===== config.mk =====
export PLATFORM = sky130hd
export DESIGN_NAME = ahb_mtx_out_arb
export DESIGN_NICKNAME = d
export VERILOG_FILES = /design/src/rtl/ahb_mtx_out_arb.sv
export SDC_FILE = /design/constraint.sdc
export NUM_CORES = 1
export LEC_CHECK = 0
export ABC_AREA = 1
export CAP_MARGIN = 30
export CORE_MARGIN = 8
export CORE_UTILIZATION = 40
export CTS_CLUSTER_DIAMETER = 150
export DETAILED_ROUTE_END_ITERATION = 8
export HOLD_SLACK_MARGIN = 0.02
export PLACE_DENSITY = 0.73
export SLEW_MARGIN = 20
export SYNTH_ARGS = -nofsm -noshare
export SYNTH_HDL_FRONTEND = slang
export SYNTH_SLANG_ARGS = --single-unit

===== constraint.sdc =====
create_clock -name HCLK -period 3.5 [get_ports HCLK]
set_input_delay 0.35 -clock HCLK [delete_from_list [all_inputs] [get_ports HCLK]]
set_output_delay 0.35 -clock HCLK [all_outputs]
set_load 0.1 [all_outputs]

===== src/rtl/ahb_mtx_out_arb.sv =====
// ---------------------------------------------------------------------------
// ahb_mtx_out_arb
//
// Output-port arbiter for a multi-layer AHB matrix. Three input stages
// (decoders) compete for a single output port. The arbiter picks an
// address-phase owner round-robin, and keeps that owner for the rest of a
// fixed-length burst or for as long as the owner holds HMASTLOCK. It also
// tracks which input owns the data phase.
//
// Handshake: the output port's HREADYM is the only flow control. A register
// updates only on an HCLK edge where HREADYM=1. With HREADYM=0 every grant,
// beat-counter and data-phase register holds its value.
//
// Ports
//   HCLK                  in   AHB clock
//   HRESETn               in   asynchronous active-low reset
//   sel_op[2:0]           in   bit n: decoder n requests this port
//   trans_op0/1/2[1:0]    in   HTRANS of input n
//   burst_op0/1/2[2:0]    in   HBURST of input n
//   mastlock_op0/1/2      in   HMASTLOCK of input n
//   HREADYM               in   HREADY of the output port
//   addr_in_port[1:0]     out  registered address-phase owner
//   no_port               out  registered, 1 = no owner
//   active_op[2:0]        out  one-hot active feedback to the decoders
//   HSELM                 out  output-port select
//   data_in_port[1:0]     out  data-phase owner
//   data_no_port          out  data phase has no owner
// ---------------------------------------------------------------------------
module ahb_mtx_out_arb #(
  parameter int NUM_IN = 3
) (
  input  logic              HCLK,
  input  logic              HRESETn,
  input  logic [NUM_IN-1:0] sel_op,
  input  logic [1:0]        trans_op0,
  input  logic [1:0]        trans_op1,
  input  logic [1:0]        trans_op2,
  input  logic [2:0]        burst_op0,
  input  logic [2:0]        burst_op1,
  input  logic [2:0]        burst_op2,
  input  logic              mastlock_op0,
  input  logic              mastlock_op1,
  input  logic              mastlock_op2,
  input  logic              HREADYM,
  output logic [1:0]        addr_in_port,
  output logic              no_port,
  output logic [NUM_IN-1:0] active_op,
  output logic              HSELM,
  output logic [1:0]        data_in_port,
  output logic              data_no_port
);

  localparam logic [1:0] TRANS_NONSEQ = 2'b10;

  logic [1:0] r_addr;
  logic       r_no;
  logic [1:0] r_last;
  logic [3:0] r_cnt;
  logic [1:0] r_data;
  logic       r_dno;

  logic       w_sel_own;
  logic [1:0] w_trans_own;
  logic [2:0] w_burst_own;
  logic       w_lock_own;
  logic       w_accept;
  logic [3:0] w_cnt_next;
  logic       w_hold;
  logic       w_found;
  logic [1:0] w_winner;
  logic [NUM_IN-1:0] w_active;

  // Signals of the current address-phase owner. The owner code never
  // reaches 3; the default arm only keeps the mux complete.
  always_comb begin
    w_sel_own   = 1'b0;
    w_trans_own = 2'b00;
    w_burst_own = 3'b000;
    w_lock_own  = 1'b0;
    case (r_addr)
      2'd0: begin
        w_sel_own   = sel_op[0];
        w_trans_own = trans_op0;
        w_burst_own = burst_op0;
        w_lock_own  = mastlock_op0;
      end
      2'd1: begin
        w_sel_own   = sel_op[1];
        w_trans_own = trans_op1;
        w_burst_own = burst_op1;
        w_lock_own  = mastlock_op1;
      end
      2'd2: begin
        w_sel_own   = sel_op[2];
        w_trans_own = trans_op2;
        w_burst_own = burst_op2;
        w_lock_own  = mastlock_op2;
      end
      default: begin
        w_sel_own   = 1'b0;
        w_trans_own = 2'b00;
        w_burst_own = 3'b000;
        w_lock_own  = 1'b0;
      end
    endcase
  end

  // A beat counts only when the owner really drives NONSEQ or SEQ to us.
  assign w_accept = HREADYM & ~r_no & w_sel_own & w_trans_own[1];

  // Remaining beats after this one. INCR (undefined length) loads 0, so it
  // can be rearbitrated after any beat.
  always_comb begin
    w_cnt_next = r_cnt;
    if (w_accept) begin
      if (w_trans_own == TRANS_NONSEQ) begin
        case (w_burst_own)
          3'b010, 3'b011: w_cnt_next = 4'd3;
          3'b100, 3'b101: w_cnt_next = 4'd7;
          3'b110, 3'b111: w_cnt_next = 4'd15;
          default:        w_cnt_next = 4'd0;
        endcase
      end else if (r_cnt != 4'd0) begin
        w_cnt_next = r_cnt - 4'd1;
      end
    end
  end

  assign w_hold = ~r_no & w_sel_own & (w_lock_own | (w_cnt_next != 4'd0));

  // Round-robin search, starting with the input after the last winner.
  always_comb begin
    w_found  = |sel_op;
    w_winner = r_addr;
    case (r_last)
      2'd0: begin
        if (sel_op[1])      w_winner = 2'd1;
        else if (sel_op[2]) w_winner = 2'd2;
        else if (sel_op[0]) w_winner = 2'd0;
      end
      2'd1: begin
        if (sel_op[2])      w_winner = 2'd2;
        else if (sel_op[0]) w_winner = 2'd0;
        else if (sel_op[1]) w_winner = 2'd1;
      end
      default: begin
        if (sel_op[0])      w_winner = 2'd0;
        else if (sel_op[1]) w_winner = 2'd1;
        else if (sel_op[2]) w_winner = 2'd2;
      end
    endcase
  end

  always_ff @(posedge HCLK or negedge HRESETn) begin
    if (!HRESETn) begin
      r_addr <= 2'b00;
      r_no   <= 1'b1;
      r_last <= 2'b10;
      r_cnt  <= 4'd0;
      r_data <= 2'b00;
      r_dno  <= 1'b1;
    end else if (HREADYM) begin
      r_cnt  <= w_cnt_next;
      r_data <= r_addr;
      r_dno  <= r_no | ~w_sel_own;
      if (!w_hold) begin
        if (w_found) begin
          r_addr <= w_winner;
          r_no   <= 1'b0;
          r_last <= w_winner;
        end else begin
          r_no   <= 1'b1;
        end
      end
    end
  end

  always_comb begin
    w_active = '0;
    if (!r_no) begin
      case (r_addr)
        2'd0:    w_active[0] = 1'b1;
        2'd1:    w_active[1] = 1'b1;
        2'd2:    w_active[2] = 1'b1;
        default: w_active    = '0;
      endcase
    end
  end

  assign addr_in_port = r_addr;
  assign no_port      = r_no;
  assign active_op    = w_active;
  assign HSELM        = ~r_no & w_sel_own;
  assign data_in_port = r_data;
  assign data_no_port = r_dno;

endmodule

==> results of run 1 <==
how the worst min path moves through the flow:
stage | depth (start not counted) | slack, ps | from | end
final | 1 | 420 | HRESETn | addr_in_port[1]
after floorplan | 0 | 50 | HRESETn | addr_in_port[0]
after detailed placement | 2 | 470 | r_last[1] | r_last[1]
after global routing | 1 | 450 | HRESETn | r_cnt[3]
after global placement | 2 | 470 | r_last[1] | r_last[1]
after CTS | 1 | 420 | HRESETn | addr_in_port[1]
worst reg2reg max path, delay by kind of cell (launching register included):
kind | cells | cell delay [ps]
flip-flops | 1 | 680
AND/OR/NAND/NOR | 14 | 1160
buffers and inverters | 1 | 210
per-layer routing:
layer  routed length (um)  share of wire  vias up
met5                    0              0        -
met4                   19         0.0077        0
met3                  225          0.092        4
met2                 1130           0.46       35
met1                 1080           0.44      438
li1                     -              -      513
registers in the layout (all words and copies together), names as in the netlist:
signal        cells
addr_in_port      2
r_cnt             4
r_last            1
data_no_port      1
data_in_port      2
no_port           1
cells by family (layout without fill, tap and decap cells):
kind of cell | count (synthesis) | in the layout | synth area share
XOR/XNOR | 1 | 1 | 0.00950
AO/OA/AOI/OAI | 11 | 11 | 0.0706
AND/OR/NAND/NOR | 94 | 94 | 0.483
flip-flops | 11 | 11 | 0.303
buffers and inverters | 24 | 55 | 0.121
adder cells (fa/ha/maj) | 1 | 1 | 0.0136
cells in the final DEF, fill, tap and decap left out, types with 2 or more instances in the layout:
cell	synthesis	routed
buf_4	1	4
clkbuf_4	0	3
clkdlybuf4s50_1	0	26
dfrtp_1	8	8
dfstp_2	3	3
inv_1	17	17
inv_2	2	2
nand2_1	48	48
nand2_2	4	4
nand3_1	19	19
nand3_2	4	4
nand4_1	2	2
nor2_1	11	11
nor2_4	3	3
o21a_1	2	2
o21ai_0	6	6
area by class of cell:
| cell class | count | area share |
|---|---|---|
| well taps | 28 | 0.0281 |
| flip-flops and latches | 11 | 0.223 |
| multi-input cells | 107 | 0.430 |
| clock buffers | 4 | 0.0210 |
| inverters | 21 | 0.0651 |
| repair buffers | 30 | 0.232 |
per-stage QoR:
| step | hold slack [ps] | setup WS (ps) |
|---|---|---|
| after floorplan | 54.4 | 704 |
| after detailed placement | 470 | 1190 |
| final | 418 | 962 |
| after global routing | 449 | 886 |
| after CTS | 423 | 932 |
| after global placement | 468 | 1230 |
power by group through the flow:
stage / clock (mW) / sequential [mW] / combinational, mW
2_1_floorplan: 0 / 0.398 / 0.639
3_3_place_gp: 0 / 0.262 / 0.941
3_5_place_dp: 0 / 0.264 / 0.956
4_1_cts: 0.0867 / 0.262 / 0.960
5_1_grt: 0.0900 / 0.274 / 1.04
6_report: 0.0818 / 0.262 / 0.955
==> out/results.txt, run 1 <==
Outcome: completed
Slew @ Worst Pin: 990 ps
Vias per cell: 4.93
Initial antenna violation count: 0
Reg2reg setup slack: 1320 ps
Share of the synthesized area in the top cell type: 0.217
EDFF count, synth: 0
Sequential-to-total area share from yosys stat: 0.303
DIE AREA: 4100 um^2
CTS tree: done
Critical path class: reg -> out
Placer Congestion: 0.833
Share of cells above drive strength 1: 0.156
Hold crit path type: in -> async
Highest-delay cell along the critical path: clkdlybuf4s50_1
Clk_skew: 3.54 ps
Syn Area/Cell: 6.49 um^2
DRC viols: 0
Sum Neg Setup Slack: 0 ps
Met1 usage: 0.152
Hold Buf Count CTS: 0
Mapped Cells: 142
Sw Share: 0.625
Sequential share of power: 0.201
Port-buffer cells: 30
Max FO, Critical Path: 13
Synth area leader: dfrtp_1
Rel. slew slack: 0.338
Final WL: 2460 um
Clk slew on worst S/H paths: 70 ps
H-tree depth: 1
Fillers: 212
Switching power: 0.812 mW
Vias: 990
P per Cell Area: 1040 nW/um^2
Worst skew pair latency: 260 ps
Core Util, Final: 0.570
CTS Buf Count: 3
Die height: 64.0 um
Clock power share: 0.063
Leakage: 0.644 nW
Critical Path RT: 3150 ps
FF+latch area: 279 um^2
Pre-antenna DRT Iters: 4
Area of the multi-input gates: 537 um^2
Vias in the first global route: 933
YS warnings: 0
Synth area leaders: dfrtp_1, nand2_1, nand3_1, dfstp_2, inv_1
Final slew viol count: 0
Fin area: 1250 um^2
Setup crit end: addr_in_port[0]
Worst reg2reg path depth: 15
CTS sink count: 11
Startpoint Class: flip-flop
Nets: 199
GR Util All Layers: 0.124
# setup viols final: 0
Number of nets with antenna violations after routing: 0
R2r startpoint: addr_in_port[0]
Maxcap violations: 0
Reg2Reg Capture Point: addr_in_port[0]
Critical Path Stages: 1
Post-CTS Resized: 0
Post-DP HPWL: 1980 um
Initial drt markers: 51
Syn_nets: 167
# IOs: 34
Post-CTS Setup Inserts: 0
First-pass GRT wire length: 4220 um
Yosys cell types: 25
CP Buf/Inv Count: 1
Hold Fails Final Rpt: 0
Max Root-Sink Buffers: 2
CP delay by family, top: buffers and inverters
GR met2 Demand/Resource: 0.199
Largest net degree at the start of global routing: 14
Fin crit share: 0.725
Unrepaired setup endpoints after global routing: no
Synth top cells by count: nand2_1, nand3_1, inv_1, nor2_1, dfrtp_1
Initial Util: 0.421
CP cell instances: clkdlybuf4s50_1
Met3 usage: 0.0383
Critical Path AT: 2190 ps
Die extent in x: 64.0 um
Most used DFF post-synth: dfrtp_1
F_max: 394 MHz
Clock root buffer: clkbuf_4
Standard-cell rows: 17
Internal power consumption: 0.487 mW
Crit-path max cell delay: 1240 ps
#FFs+latches synth: 11
Gr busiest metal: met2
Logic gate share of total power: 0.736
Peak supply drop: 1.00 mV
Core Region: 2190 um^2
WL/cell: 12.2 um
Crit. Startpoint: addr_in_port[0]
Syn Std Cell Area: 922 um^2
Min cycle time layout: 2540 ps
FFs w/ async S/R, synth: 1.00
N_diodes: 0
Final non-filler cell total: 201
Grt ovf: 0
Placed cells: 197
CP endpoint kind: output port
PnR Total Power: 1.30 mW
Most common cell in the netlist: nand2_1
Synth-to-Final Area Change: 35.4%
Placed inst area: 1220 um^2
(Power assumes the default switching activity.)
==> inputs of run 2 (changes only) <==
- CORE_UTILIZATION: 40 -> 39
- PLACE_DENSITY: 0.73 -> 0.75
- clock period: 3.5 -> 2.22 ns (I/O delays scaled with it)
==> run 2 against run 1 <==
Utilization is 1.1 points higher. Total power grew 69%. Global-route usage up 1.0 points. Register-to-register slack worse by 1000 ps. Sequential power is 57% higher. Combinational power is 73% higher. Largest cell class unchanged. Largest power group unchanged.
==> out/results.txt, run 2 (synthesis gave the netlist of run 1 again) <==
Outcome: completed (unchanged)
Critical Path RT: 2390 ps (was 3150 ps)
Die extent in x: 64.6 um (was 64.0 um)
Vias per cell: 4.89 (was 4.93)
CTS sink count: 11 (unchanged)
Synth-to-Final Area Change: 40.7% (was 35.4%)
N_diodes: 0 (unchanged)
Maxcap violations: 0 (unchanged)
Clock root buffer: clkbuf_4 (unchanged)
Nets: 201 (was 199)
Internal power consumption: 0.855 mW (was 0.487 mW)
Reg2Reg Capture Point: addr_in_port[0] (unchanged)
Fin crit share: 0.878
Initial Util: 0.413 (was 0.421)
Hold crit path type: in -> async (unchanged)
FF+latch area: 282 um^2 (was 279 um^2)
Unrepaired setup endpoints after global routing: no (unchanged)
Max Root-Sink Buffers: 2 (unchanged)
Logic gate share of total power: 0.748 (was 0.736)
Final WL: 2590 um (was 2460 um)
Top reg by flops: r_cnt (unchanged)
Placer Congestion: 0.804 (was 0.833)
Post-CTS Setup Inserts: 0 (unchanged)
Critical path class: reg -> reg (was reg -> out)
# IOs: 34 (unchanged)
Peak supply drop: 1.50 mV (was 1.00 mV)
Slew @ Worst Pin: 513 ps (was 990 ps)
Grt ovf: 0 (unchanged)
Switching power: 1.35 mW (was 0.812 mW)
Clk slew on worst S/H paths: 80 ps (was 70 ps)
Largest register FFs: 4 (unchanged)
Pre-antenna DRT Iters: 4 (unchanged)
CTS Buf Count: 3 (unchanged)
Hold slack: 278 ps (was 418 ps)
Worst skew pair latency: 280 ps (was 260 ps)
Final non-filler cell total: 203 (was 201)
Initial antenna violation count: 0 (unchanged)
First-pass GRT wire length: 4640 um (was 4220 um)
Standard-cell rows: 17 (unchanged)
Number of nets with antenna violations after routing: 0 (unchanged)
DRC viols: 0 (unchanged)
Share of cells above drive strength 1: 0.229 (was 0.156)
Sequential share of power: 0.187 (was 0.201)
Placed inst area: 1270 um^2 (was 1220 um^2)
Worst reg2reg path depth: 14 (was 15)
Vias in the first global route: 1,097 (was 933)
PnR Total Power: 2.20 mW (was 1.30 mW)
Startpoint Class: flip-flop (unchanged)
CP endpoint kind: flip-flop (was output port)
DIE AREA: 4180 um^2 (was 4100 um^2)
Max FO, Critical Path: 10 (was 13)
Area of the multi-input gates: 542 um^2 (was 537 um^2)
Rel. slew slack: 0.657 (was 0.338)
Final slew viol count: 0 (unchanged)
P per Cell Area: 1700 nW/um^2 (was 1040 nW/um^2)
Leakage: 0.664 nW (was 0.644 nW)
Port-buffer cells: 30 (unchanged)
Placed cells: 199 (was 197)
Min cycle time layout: 1950 ps
GR Util All Layers: 0.134 (was 0.124)
H-tree depth: 1 (unchanged)
Die height: 64.6 um (was 64.0 um)
Commonest cells after routing, fill and taps aside: nand2_1, clkdlybuf4s50_1, nand3_1 (unchanged)
Core Region: 2230 um^2 (was 2190 um^2)
# setup viols final: 0 (unchanged)
Fin area: 1300 um^2 (was 1250 um^2)
Sw Share: 0.612 (was 0.625)
Post-DP HPWL: 2090 um (was 1980 um)
CTS tree: done (unchanged)
Largest net degree at the start of global routing: 12 (was 14)
Reg2reg setup slack: 270 ps (was 1320 ps)
Initial drt markers: 78 (was 51)
Commonest non-fill, non-tap cell in the layout: nand2_1 (unchanged)
F_max: 513 MHz
R2r startpoint: addr_in_port[1] (was addr_in_port[0])
Vias: 992 (was 990)
WL/cell: 12.8 um (was 12.2 um)
Critical Path AT: 2120 ps (was 2190 ps)
Hold Fails Final Rpt: 0 (unchanged)
Clock power share: 0.066 (was 0.063)
Fillers: 216 (was 212)
Clk_skew: 5.62 ps (was 3.54 ps)
-- run 2: cell count changes in the layout (fill, tap and decap cells not counted) --
cell             change
buf_4                +5
nor2_1               -2
dfrtp_2              +2
clkinvlp_4           +1
clkdlybuf4s50_1      -6
inv_1                -1
buf_12               +3
nor2_2               +2
dfrtp_1              -2
-- run 2: layout make-up --
class | count | area share
clock buffers | 4 | 0.0203
inverters | 21 | 0.0656
multi-input cells | 107 | 0.418
flip-flops and latches | 11 | 0.217
well taps | 28 | 0.0270
repair buffers | 32 | 0.253
-- run 2: repair_timing --
item	4_1_cts	5_1_grt
setup endpoints to repair	0	2
resized for setup	0	1
hold buffers	0	0
-- run 2: power groups by stage --
| stage | Clock (mW) | Combinational, mW | Sequential (mW) |
|---|---|---|---|
| final | 0.144 | 1.65 | 0.411 |
| after global routing | 0.153 | 1.77 | 0.425 |
| after CTS | 0.142 | 1.65 | 0.406 |
| after detailed placement | 0 | 1.65 | 0.407 |
| after global placement | 0 | 1.61 | 0.402 |
| after floorplan | 0 | 1.02 | 0.631 |
-- run 2: worst max-delay path, cell delays in order (launching register included) --
cell and delay [ps]:
dfrtp_2 520, nor2_4 230, nand2_1 90, nand3_2 90
nand2_2 90, nor2_4 130, inv_2 70, nand2_1 80
nand3_1 80, nor2_1 90, nand2_1 70, nand2_2 100
nand3_2 90, nand2_1 70, nand2_1 50
-- run 2: how the worst max path moves through the flow --
stage               cells after the start            start  slack, ps               to
floorplan                               3  addr_in_port[1]       -100     active_op[2]
global placement                       14        sel_op[2]        270  addr_in_port[1]
detailed placement                     14        sel_op[2]        210  addr_in_port[0]
CTS                                    14  addr_in_port[0]        220  addr_in_port[0]
global route                           14  addr_in_port[0]         90  addr_in_port[0]
finish                                 14  addr_in_port[1]        270  addr_in_port[0]
-- run 2: routing by layer --
layer | wire length (um) | global-route usage
met5 | 0 | 0
met3 | 184 | 0.0498
met4 | 25 | 0.0518
met1 | 1080 | 0.145
met2 | 1310 | 0.234
-- run 2: stage by stage --
stage           util  setup slack, ps  TNS, ps
3_3_place_gp   0.569              269        0
4_1_cts        0.580              225        0
3_5_place_dp   0.569              212        0
5_1_grt        0.581             87.1        0
6_report       0.581              271        0
2_1_floorplan      -             -103     -103
==> inputs of run 3 (changes only) <==
- ABC_CLOCK_PERIOD_IN_PS: default -> 2220
==> results of run 3 <==
The final DEF is identical to that of run 2; final timing and power are the same.
